### src/rtl/id_ex_issue.sv
// ---------------------------------------------------------------------------
// id_ex_issue
//
// ID/EX pipeline register that feeds the EX-stage ALU. The instruction in ID
// is decoded into the ALU operation code and operand select, and is then
// registered along with its two register-file operands. A load in EX whose
// destination is read by the instruction in ID holds ID for one cycle. A
// bubble is sent into EX during that cycle. EX back-pressure freezes the
// register. A flush replaces the EX entry with a bubble.
//
// Ports
//   clk          : clock, all state changes on the rising edge
//   reset        : asynchronous, active-high reset
//   id_valid     : ID holds a valid instruction
//   id_instru    : ID instruction word
//   id_read1     : register-file rs value
//   id_read2     : register-file rt value
//   ex_ready     : EX accepts a new entry (0 = hold the EX register)
//   flush        : kill the EX entry (branch taken / mispredict)
//   id_ready     : ID instruction consumed this cycle (combinational)
//   hazard_stall : load-use hazard detected this cycle (combinational)
//   ex_valid     : EX register holds a real instruction
//   data1        : ALU operand 1 (registered rs value)
//   read2        : ALU read2 (registered rt value)
//   instru       : registered instruction word (ALU sign-extends [15:0])
//   ALUSrc       : 1 = ALU uses the sign-extended immediate
//   ALUcontrol   : ALU operation (0000 AND, 0001 OR, 0010 ADD, 0110 SUB,
//                  0111 SLT, 1100 NOR)
//   ex_memread   : EX instruction is lw
//   ex_rt        : rt field of the EX instruction
//   illegal      : EX instruction opcode/funct is not decodable
//   stall_count  : load-use bubbles inserted, saturates at all-ones
// ---------------------------------------------------------------------------
module id_ex_issue #(
  parameter int STALL_CNT_W = 16
) (
  input  logic                   clk,
  input  logic                   reset,
  input  logic                   id_valid,
  input  logic [31:0]            id_instru,
  input  logic [31:0]            id_read1,
  input  logic [31:0]            id_read2,
  input  logic                   ex_ready,
  input  logic                   flush,
  output logic                   id_ready,
  output logic                   hazard_stall,
  output logic                   ex_valid,
  output logic [31:0]            data1,
  output logic [31:0]            read2,
  output logic [31:0]            instru,
  output logic                   ALUSrc,
  output logic [3:0]             ALUcontrol,
  output logic                   ex_memread,
  output logic [4:0]             ex_rt,
  output logic                   illegal,
  output logic [STALL_CNT_W-1:0] stall_count
);

  // Opcodes
  localparam logic [5:0] OP_RTYPE = 6'h00;
  localparam logic [5:0] OP_BEQ   = 6'h04;
  localparam logic [5:0] OP_ADDI  = 6'h08;
  localparam logic [5:0] OP_SLTI  = 6'h0A;
  localparam logic [5:0] OP_ANDI  = 6'h0C;
  localparam logic [5:0] OP_ORI   = 6'h0D;
  localparam logic [5:0] OP_LW    = 6'h23;
  localparam logic [5:0] OP_SW    = 6'h2B;

  // R-type funct codes
  localparam logic [5:0] FN_ADD = 6'h20;
  localparam logic [5:0] FN_SUB = 6'h22;
  localparam logic [5:0] FN_AND = 6'h24;
  localparam logic [5:0] FN_OR  = 6'h25;
  localparam logic [5:0] FN_NOR = 6'h27;
  localparam logic [5:0] FN_SLT = 6'h2A;

  // ALU operation codes
  localparam logic [3:0] ALU_AND = 4'b0000;
  localparam logic [3:0] ALU_OR  = 4'b0001;
  localparam logic [3:0] ALU_ADD = 4'b0010;
  localparam logic [3:0] ALU_SUB = 4'b0110;
  localparam logic [3:0] ALU_SLT = 4'b0111;
  localparam logic [3:0] ALU_NOR = 4'b1100;

  typedef struct packed {
    logic [3:0] alu_ctl;
    logic       alu_src;
    logic       mem_read;
    logic       rt_src;
    logic       bad;
  } dec_t;

  // Undecodable encodings fall back to ADD/register operand and are flagged.
  // Such an instruction still issues, so that EX can raise the exception.
  function automatic dec_t decode(input logic [31:0] ins);
    dec_t d;
    d.alu_ctl  = ALU_ADD;
    d.alu_src  = 1'b0;
    d.mem_read = 1'b0;
    d.rt_src   = 1'b0;
    d.bad      = 1'b0;
    unique case (ins[31:26])
      OP_RTYPE: begin
        d.rt_src = 1'b1;
        unique case (ins[5:0])
          FN_ADD:  d.alu_ctl = ALU_ADD;
          FN_SUB:  d.alu_ctl = ALU_SUB;
          FN_AND:  d.alu_ctl = ALU_AND;
          FN_OR:   d.alu_ctl = ALU_OR;
          FN_NOR:  d.alu_ctl = ALU_NOR;
          FN_SLT:  d.alu_ctl = ALU_SLT;
          default: d.bad     = 1'b1;
        endcase
      end
      OP_LW: begin
        d.alu_src  = 1'b1;
        d.mem_read = 1'b1;
      end
      OP_SW: begin
        d.alu_src = 1'b1;
        d.rt_src  = 1'b1;
      end
      OP_ADDI: d.alu_src = 1'b1;
      OP_ANDI: begin
        d.alu_ctl = ALU_AND;
        d.alu_src = 1'b1;
      end
      OP_ORI: begin
        d.alu_ctl = ALU_OR;
        d.alu_src = 1'b1;
      end
      OP_SLTI: begin
        d.alu_ctl = ALU_SLT;
        d.alu_src = 1'b1;
      end
      OP_BEQ: begin
        d.alu_ctl = ALU_SUB;
        d.rt_src  = 1'b1;
      end
      default: d.bad = 1'b1;
    endcase
    return d;
  endfunction

  dec_t       dec;
  logic [4:0] id_rs;
  logic [4:0] id_rt;

  assign id_rs = id_instru[25:21];
  assign id_rt = id_instru[20:16];
  // A bubble is all zeros, so the rt field of the stored word is always the
  // right comparison source.
  assign ex_rt = instru[20:16];

  // ID decode and load-use detection
  always_comb begin
    dec          = decode(id_instru);
    // A load to $zero writes nothing, so it never creates a dependency.
    hazard_stall = id_valid & ex_valid & ex_memread & (ex_rt != 5'd0) &
                   ((ex_rt == id_rs) | (dec.rt_src & (ex_rt == id_rt)));
    id_ready     = ex_ready & ~hazard_stall & ~flush;
  end

  // ID -> EX register boundary
  always_ff @(posedge clk or posedge reset) begin
    if (reset) begin
      ex_valid    <= 1'b0;
      data1       <= '0;
      read2       <= '0;
      instru      <= '0;
      ALUSrc      <= 1'b0;
      ALUcontrol  <= 4'b0000;
      ex_memread  <= 1'b0;
      illegal     <= 1'b0;
      stall_count <= '0;
    end else if (flush || (ex_ready && (hazard_stall || !id_valid))) begin
      // Bubble: flush overrides back-pressure. A load-use bubble is counted
      // only when no flush is present.
      ex_valid    <= 1'b0;
      data1       <= '0;
      read2       <= '0;
      instru      <= '0;
      ALUSrc      <= 1'b0;
      ALUcontrol  <= 4'b0000;
      ex_memread  <= 1'b0;
      illegal     <= 1'b0;
      if (!flush && hazard_stall && !(&stall_count))
        stall_count <= stall_count + 1'b1;
    end else if (ex_ready) begin
      ex_valid    <= 1'b1;
      data1       <= id_read1;
      read2       <= id_read2;
      instru      <= id_instru;
      ALUSrc      <= dec.alu_src;
      ALUcontrol  <= dec.alu_ctl;
      ex_memread  <= dec.mem_read;
      illegal     <= dec.bad;
    end
  end

endmodule
### config.mk
export PLATFORM = sky130hd
export DESIGN_NAME = id_ex_issue
export DESIGN_NICKNAME = d
export VERILOG_FILES = /design/src/rtl/id_ex_issue.sv
export SDC_FILE = /design/constraint.sdc
export NUM_CORES = 1
export LEC_CHECK = 0
export ABC_AREA = 1
export CAP_MARGIN = 20
export CELL_PAD_IN_SITES_DETAIL_PLACEMENT = 1
export CELL_PAD_IN_SITES_GLOBAL_PLACEMENT = 1
export CORE_MARGIN = 2
export CORE_UTILIZATION = 27
export DETAILED_ROUTE_END_ITERATION = 8
export PLACE_DENSITY_LB_ADDON = 0.25
export RECOVER_POWER = 50
export SLEW_MARGIN = 20
export SYNTH_ARGS = -nofsm -noshare
export SYNTH_HDL_FRONTEND = slang
export SYNTH_SLANG_ARGS = --single-unit
### constraint.sdc
create_clock -name clk -period 3.7 [get_ports clk]
set_input_delay 0.74 -clock clk [delete_from_list [all_inputs] [get_ports clk]]
set_output_delay 0.74 -clock clk [all_outputs]
set_load 0.05 [all_outputs]
Word level (Yosys, flattened, before mapping):

Cells that the tools add are included.

* $add $sub $neg: 1
* multiply operators: 0
* divide/modulo/power cells: 0
* order comparisons: 0
* eq/ne operators: 15
* shift operators: 0
* mux-type cells: 23
* bitwise logic cells: 10
* reduce and logical (&&, ||, !) cells: 17

Operator list (number)
* $mux W32: 6
* $eq A6 B6 Y1 const B: 8
* $pmux W4 S5: 2
* $eq A6 B4 Y1 const B: 4
* $add A16 B1 Y16 const B: 1
* $reduce_and A16 Y1: 1
* $mux W1: 12
* $reduce_or A6 Y1: 2
* $eq A5 B5 Y1: 2
* $mux W4: 2
* $and A1 B1 Y1: 7
* $reduce_or A7 Y1: 1
* $eq A6 B3 Y1 const B: 1
* $logic_not A6 Y1: 1
* $reduce_bool A5 Y1: 1
* $logic_and A1 B1 Y1: 3
* $logic_not A1 Y1: 3
* $reduce_or A3 Y1: 1
* $logic_or A1 B1 Y1: 2
* $not A1 Y1: 2
* $pmux W1 S2: 1
* $reduce_and A2 Y1: 1
* $reduce_bool A2 Y1: 1
* $or A1 B1 Y1: 1

* flip-flop bits (word level): 120
* latch bits: 0
* RAM bits: 0
* ROM bits: 0
* bits of input ports: 101
* output and inout bits: 127
* logic and storage cells: 75
* memories kept: 0

Depth between registers and ports, before layout:

* word-level depth: 10
* depth in mapped cells: 14
* gate-level depth less buffers: 12

Worst setup path after synthesis:

Ideal clock, no wire load.

* path type: input port to output port
* start: input id_instru[29]
* end: output id_ready
* arrival time: 2.194 ns
* required time: 2.960 ns
* setup slack: 0.766 ns
* stages: 9
* buffers on the path: 0
* cell sequence: inv_1 > nor2_1 > nand3_1 > nand2_1 > nand3_1 > nand2_2 > nand2_4 > inv_1 > nor2_1

* word-level cells in the longest chain between the ends: 9

Ends and longest elaborated chain
* start, declared: line 40 `input logic [31:0] id_instru,`
* $eq A6 B3 Y1, or another cell as far along: line 102 `unique case (ins[31:26])`
* $reduce_or A3 Y1 (no source line) (*)
* $mux W1 (*): line 102
* $and A1 B1 Y1 (*): line 160 `((ex_rt == id_rs) | (dec.rt_src & (ex_rt == id_rt)));`
* $or A1 B1 Y1 (*): line 160
* $and A1 B1 Y1 (*): line 159 `hazard_stall = id_valid & ex_valid & ex_memread & (ex_rt != 5'd0) &`
* via hazard_stall: line 46 `output logic hazard_stall,`
* $not A1 Y1 (*): line 161 `id_ready = ex_ready & ~hazard_stall & ~flush;`
* $and A1 B1 Y1 (*) (2 in series): line 161
* end, declared: line 45 `output logic id_ready,`

Mark *: on every way through the listed nets, which the timed path passes. The rest lies on a longest branch.

Worst setup path after layout:

* start: input id_instru[31]
* end: output id_ready

* word-level cells in the longest chain between the ends: 9

Ends and longest elaborated chain (line)
* $eq A6 B3 Y1, or another cell as far along: 102
* $reduce_or A3 Y1 (no source line) (*)
* $mux W1 (*): 102
* $and A1 B1 Y1 (*): 160
* $or A1 B1 Y1 (*): 160
* $and A1 B1 Y1 (*): 159
* $not A1 Y1 (*): 161
* $and A1 B1 Y1 (*) (2 in series): 161

Mark *: on every way between the ends. The rest lies on a longest branch, timed or not.

==> summary.md <==
| Metric | Value |
|---|---|
| Tmin final | 3104 ps |
| Number of synthesized flops with an enable pin | 0 |
| Worst Setup End Kind | output port |
| Final number of hold-violating endpoints | 0 |
| Antenna Cells | 0 |
| Commonest cells after routing, fill and taps aside | nand2_1 (372), clkdlybuf4s50_1 (162), dfrtp_1 (120) |
| Fraction of layout cells with a size suffix above 1 | 0.05122 |
| Part of the power in the clock network | 0.447 |
| #FFs+latches synth | 120 |
| Gpl congestion | between 0.7 and 0.8 |
| CTS Hold Bufs | 0 |
| Clk_lat worst skew | around 400 ps |
| Sw frac | 0.2887 |
| Overall power | approximately 0.0036 W |
| First-pass GRT wire length | roughly 28,000 um |
| Most common cell on crit path | nor2_1 |
| Post_cts resized | 0 |
| Starting Density | 0.2774 |
| Iter 0 DRT Violations | 203 |
| Synth warn | 0 |
| Fin cells | between 1,000 and 1,500 |
| Synth Flop Type | dfrtp_1 |
| Die ar. | approximately 21,000 um2 |
| Pleak | 4.351 nW |
| First-pass iteration count of the detailed router | 4 |
| Synthesized Nets | roughly 770 |
| Setup Fix Bufs, Post-CTS | 0 |
| P_int | 0.002582 W |
| Total track usage | 0.1653 |
| Critical setup path kind | in -> out |
| Synthesis-to-layout area growth | 55.80% |
| IO Pins | approximately 230 |
| Status | finished with violations |
| Worst-path cell chain | clkdlybuf4s50_1 -> nor2_1 -> nand4_1 -> nand2_1 -> nand3_1 -> nand2_2 -> nand2_4 -> inv_1 -> nor2_1 -> buf_12 |
| CP max stage cell | clkdlybuf4s50_1 |
| Commonest non-fill, non-tap cell in the layout | nand2_1 |
| Sequential fraction of the synthesis area | 0.5525 |
| Critical Path RT | ~3000 ps |
| Die Y | between 100 and 150 um |
| Setup_tns | 0 ps |
| Core Rows | 51 |
| Sw power | about 0.0010 W |
| Vias per cell | 4.314 |
| Combinational share of power | 0.167 |
| Mapped Cells | between 600 and 700 |
| Pwr Density | ~430 nW/um2 |
| Setup violators final | 0 |
| Synthesized cell area | around 5400 um2 |
| Clock sinks | 120 |
| Worst Path Arrival | 2360 ps |
| Critical-path maximum fanout | 4 |
| DRC viols | 0 |
| Die X | roughly 150 um |
| Placed cell count | 1,131 |
| Worst-path clk slew | approximately 60 ps |
| Worst Skew | around 11 ps |
| Avg WL per Cell | between 10 and 15 um |
| Final Cycle Share | 0.8389 |
| Antenna violations before repair | 0 |
| Slew @ Worst Pin | 1638 ps |
| Post-synth ARST share | 1.000 |
| Seq pwr share | 0.387 |
| Number of H-tree levels | 4 |
| Peak VDD IR | roughly 0.25 mV |
| Total core area | approximately 20,000 um2 |
| CTS Root Buffer Type | clkbuf_16 |
| RSZ-0062 raised after global routing | false |
| CP max stage delay | roughly 470 ps |
| Num CTS Buffers | 17 |
| Vias | approximately 5,000 |
| Final #Nets | between 900 and 1,000 |
| Largest net degree at the start of global routing | about 110 |
| Delay-heaviest family, CP | simple AND/OR/NAND/NOR gates |
| Port Buffers | 227 |
| Rel. slew slack | -0.09173 |
| Hold Path Class | reg -> reg |
| Max Root-Sink Buffers | 2 |
| Routed Antenna Nets | 0 |
| GRT overflow | 0 |
| Netlist cell types | 29 |
| CTS tree | done |
| WL final | around 17,000 um |
| Max Slew Vio Count | 114 |
| Crit path buf inv count | 3 |
| Final HPWL from detailed placement | between 10,000 and 15,000 um |
| Worst hold margin | roughly 470 ps |
| Syn Area/Cell | roughly 8.2 um2 |
| Vias in the first global route | around 5,300 |
| Failing checks | capacitance limit, slew limit |
| Fmax | 322.2 MHz |
| Finished Core Util | 0.4323 |
| Max Cap Violations | 1 |
| Critical Path Source Type | input port |
## layer usage
metal / GRT usage / routed length, um
met5: 0 / 0
met4: 0.04510 / 176
met3: 0.07429 / 1545
met2: 0.2656 / 8201
met1: 0.2015 / 7462
## sequential cells by signal, indices dropped and copies added, names as in the netlist
signal,flops
ALUSrc,1
ex_memread,1
instru,32
ex_valid,1
read2,32
ALUcontrol,4
stall_count,16
data1,32
illegal,1
## cell families (layout without fill, tap and decap cells)
| logic type | Yosys count | count (layout) | share of synthesized area |
|---|---|---|---|
| buffers and inverters | 56 | 290 | 0.05686 |
| adder cells (fa/ha/maj) | 1 | 1 | 0.002302 |
| XOR/XNOR | 23 | 23 | 0.03706 |
| AO/OA/AOI/OAI | 8 | 8 | 0.008517 |
| AND/OR/NAND/NOR | 456 | 456 | 0.3428 |
| flip-flops | 120 | 120 | 0.5525 |
## cell usage after synthesis, types with 2 or more instances
| library cell | number | area [um2] |
|---|---|---|
| xnor2_1 | 10 | 87.58 |
| nand3_1 | 17 | 85.08 |
| nand2_1 | 371 | 1393 |
| nor2_1 | 30 | 112.6 |
| nor3_1 | 6 | 30.03 |
| clkbuf_1 | 11 | 41.29 |
| inv_1 | 24 | 90.09 |
| nor2_4 | 2 | 22.52 |
| buf_4 | 7 | 52.55 |
| buf_6 | 9 | 101.4 |
| o21ai_0 | 4 | 20.02 |
| dfrtp_1 | 120 | 3003 |
| buf_2 | 4 | 20.02 |
| nand4_1 | 22 | 137.6 |
| xor2_1 | 13 | 113.9 |
## worst min-delay path, delay by kind of cell (launching register included)
family | cells | cell delay, ps
and+or+nand+nor | 2 | 100
DFF | 1 | 340
## stage by stage
step / cell area, um2 / setup WS, ps
after detailed placement: 7923 / 536.1
after floorplan: 5439 / 765.7
after CTS: 8499 / 534.4
after global placement: 7923 / 592.9
final: 8468 / 596.0
after global routing: 8468 / 390.0
## final cells by class
cell class / count / area (um2)
clock buffers: 18 / 429.2
clock inverters: 14 / 147.6
fillers: 2335 / 11120
inverters: 25 / 95.09
multi-input cells: 488 / 2112
flip-flops and latches: 120 / 3003
well taps: 265 / 331.6
repair buffers: 233 / 2350
## power groups by stage
stage / clock network, W / registers, W / logic, W
2_1_floorplan: 0 / 0.00163 / 0.000147
3_5_place_dp: 0 / 0.00143 / 0.000630
4_1_cts: 0.00168 / 0.00141 / 0.000632
3_3_place_gp: 0 / 0.00143 / 0.000627
5_1_grt: 0.00173 / 0.00141 / 0.000647
6_report: 0.00162 / 0.00140 / 0.000605
## final timing paths
path / start / to / slack, ps / cells past startpoint
max reg2reg: instru[18] / read2[14] / 1040 / 10
max: id_instru[31] / id_ready / 600 / 10
min in group asynchronous: reset / instru[15] / 740 / 2
max in group asynchronous: reset / read2[8] / 1000 / 3
min reg2reg: instru[30] / instru[30] / 470 / 2
min: instru[30] / instru[30] / 470 / 2
(Power assumes the default switching activity.)
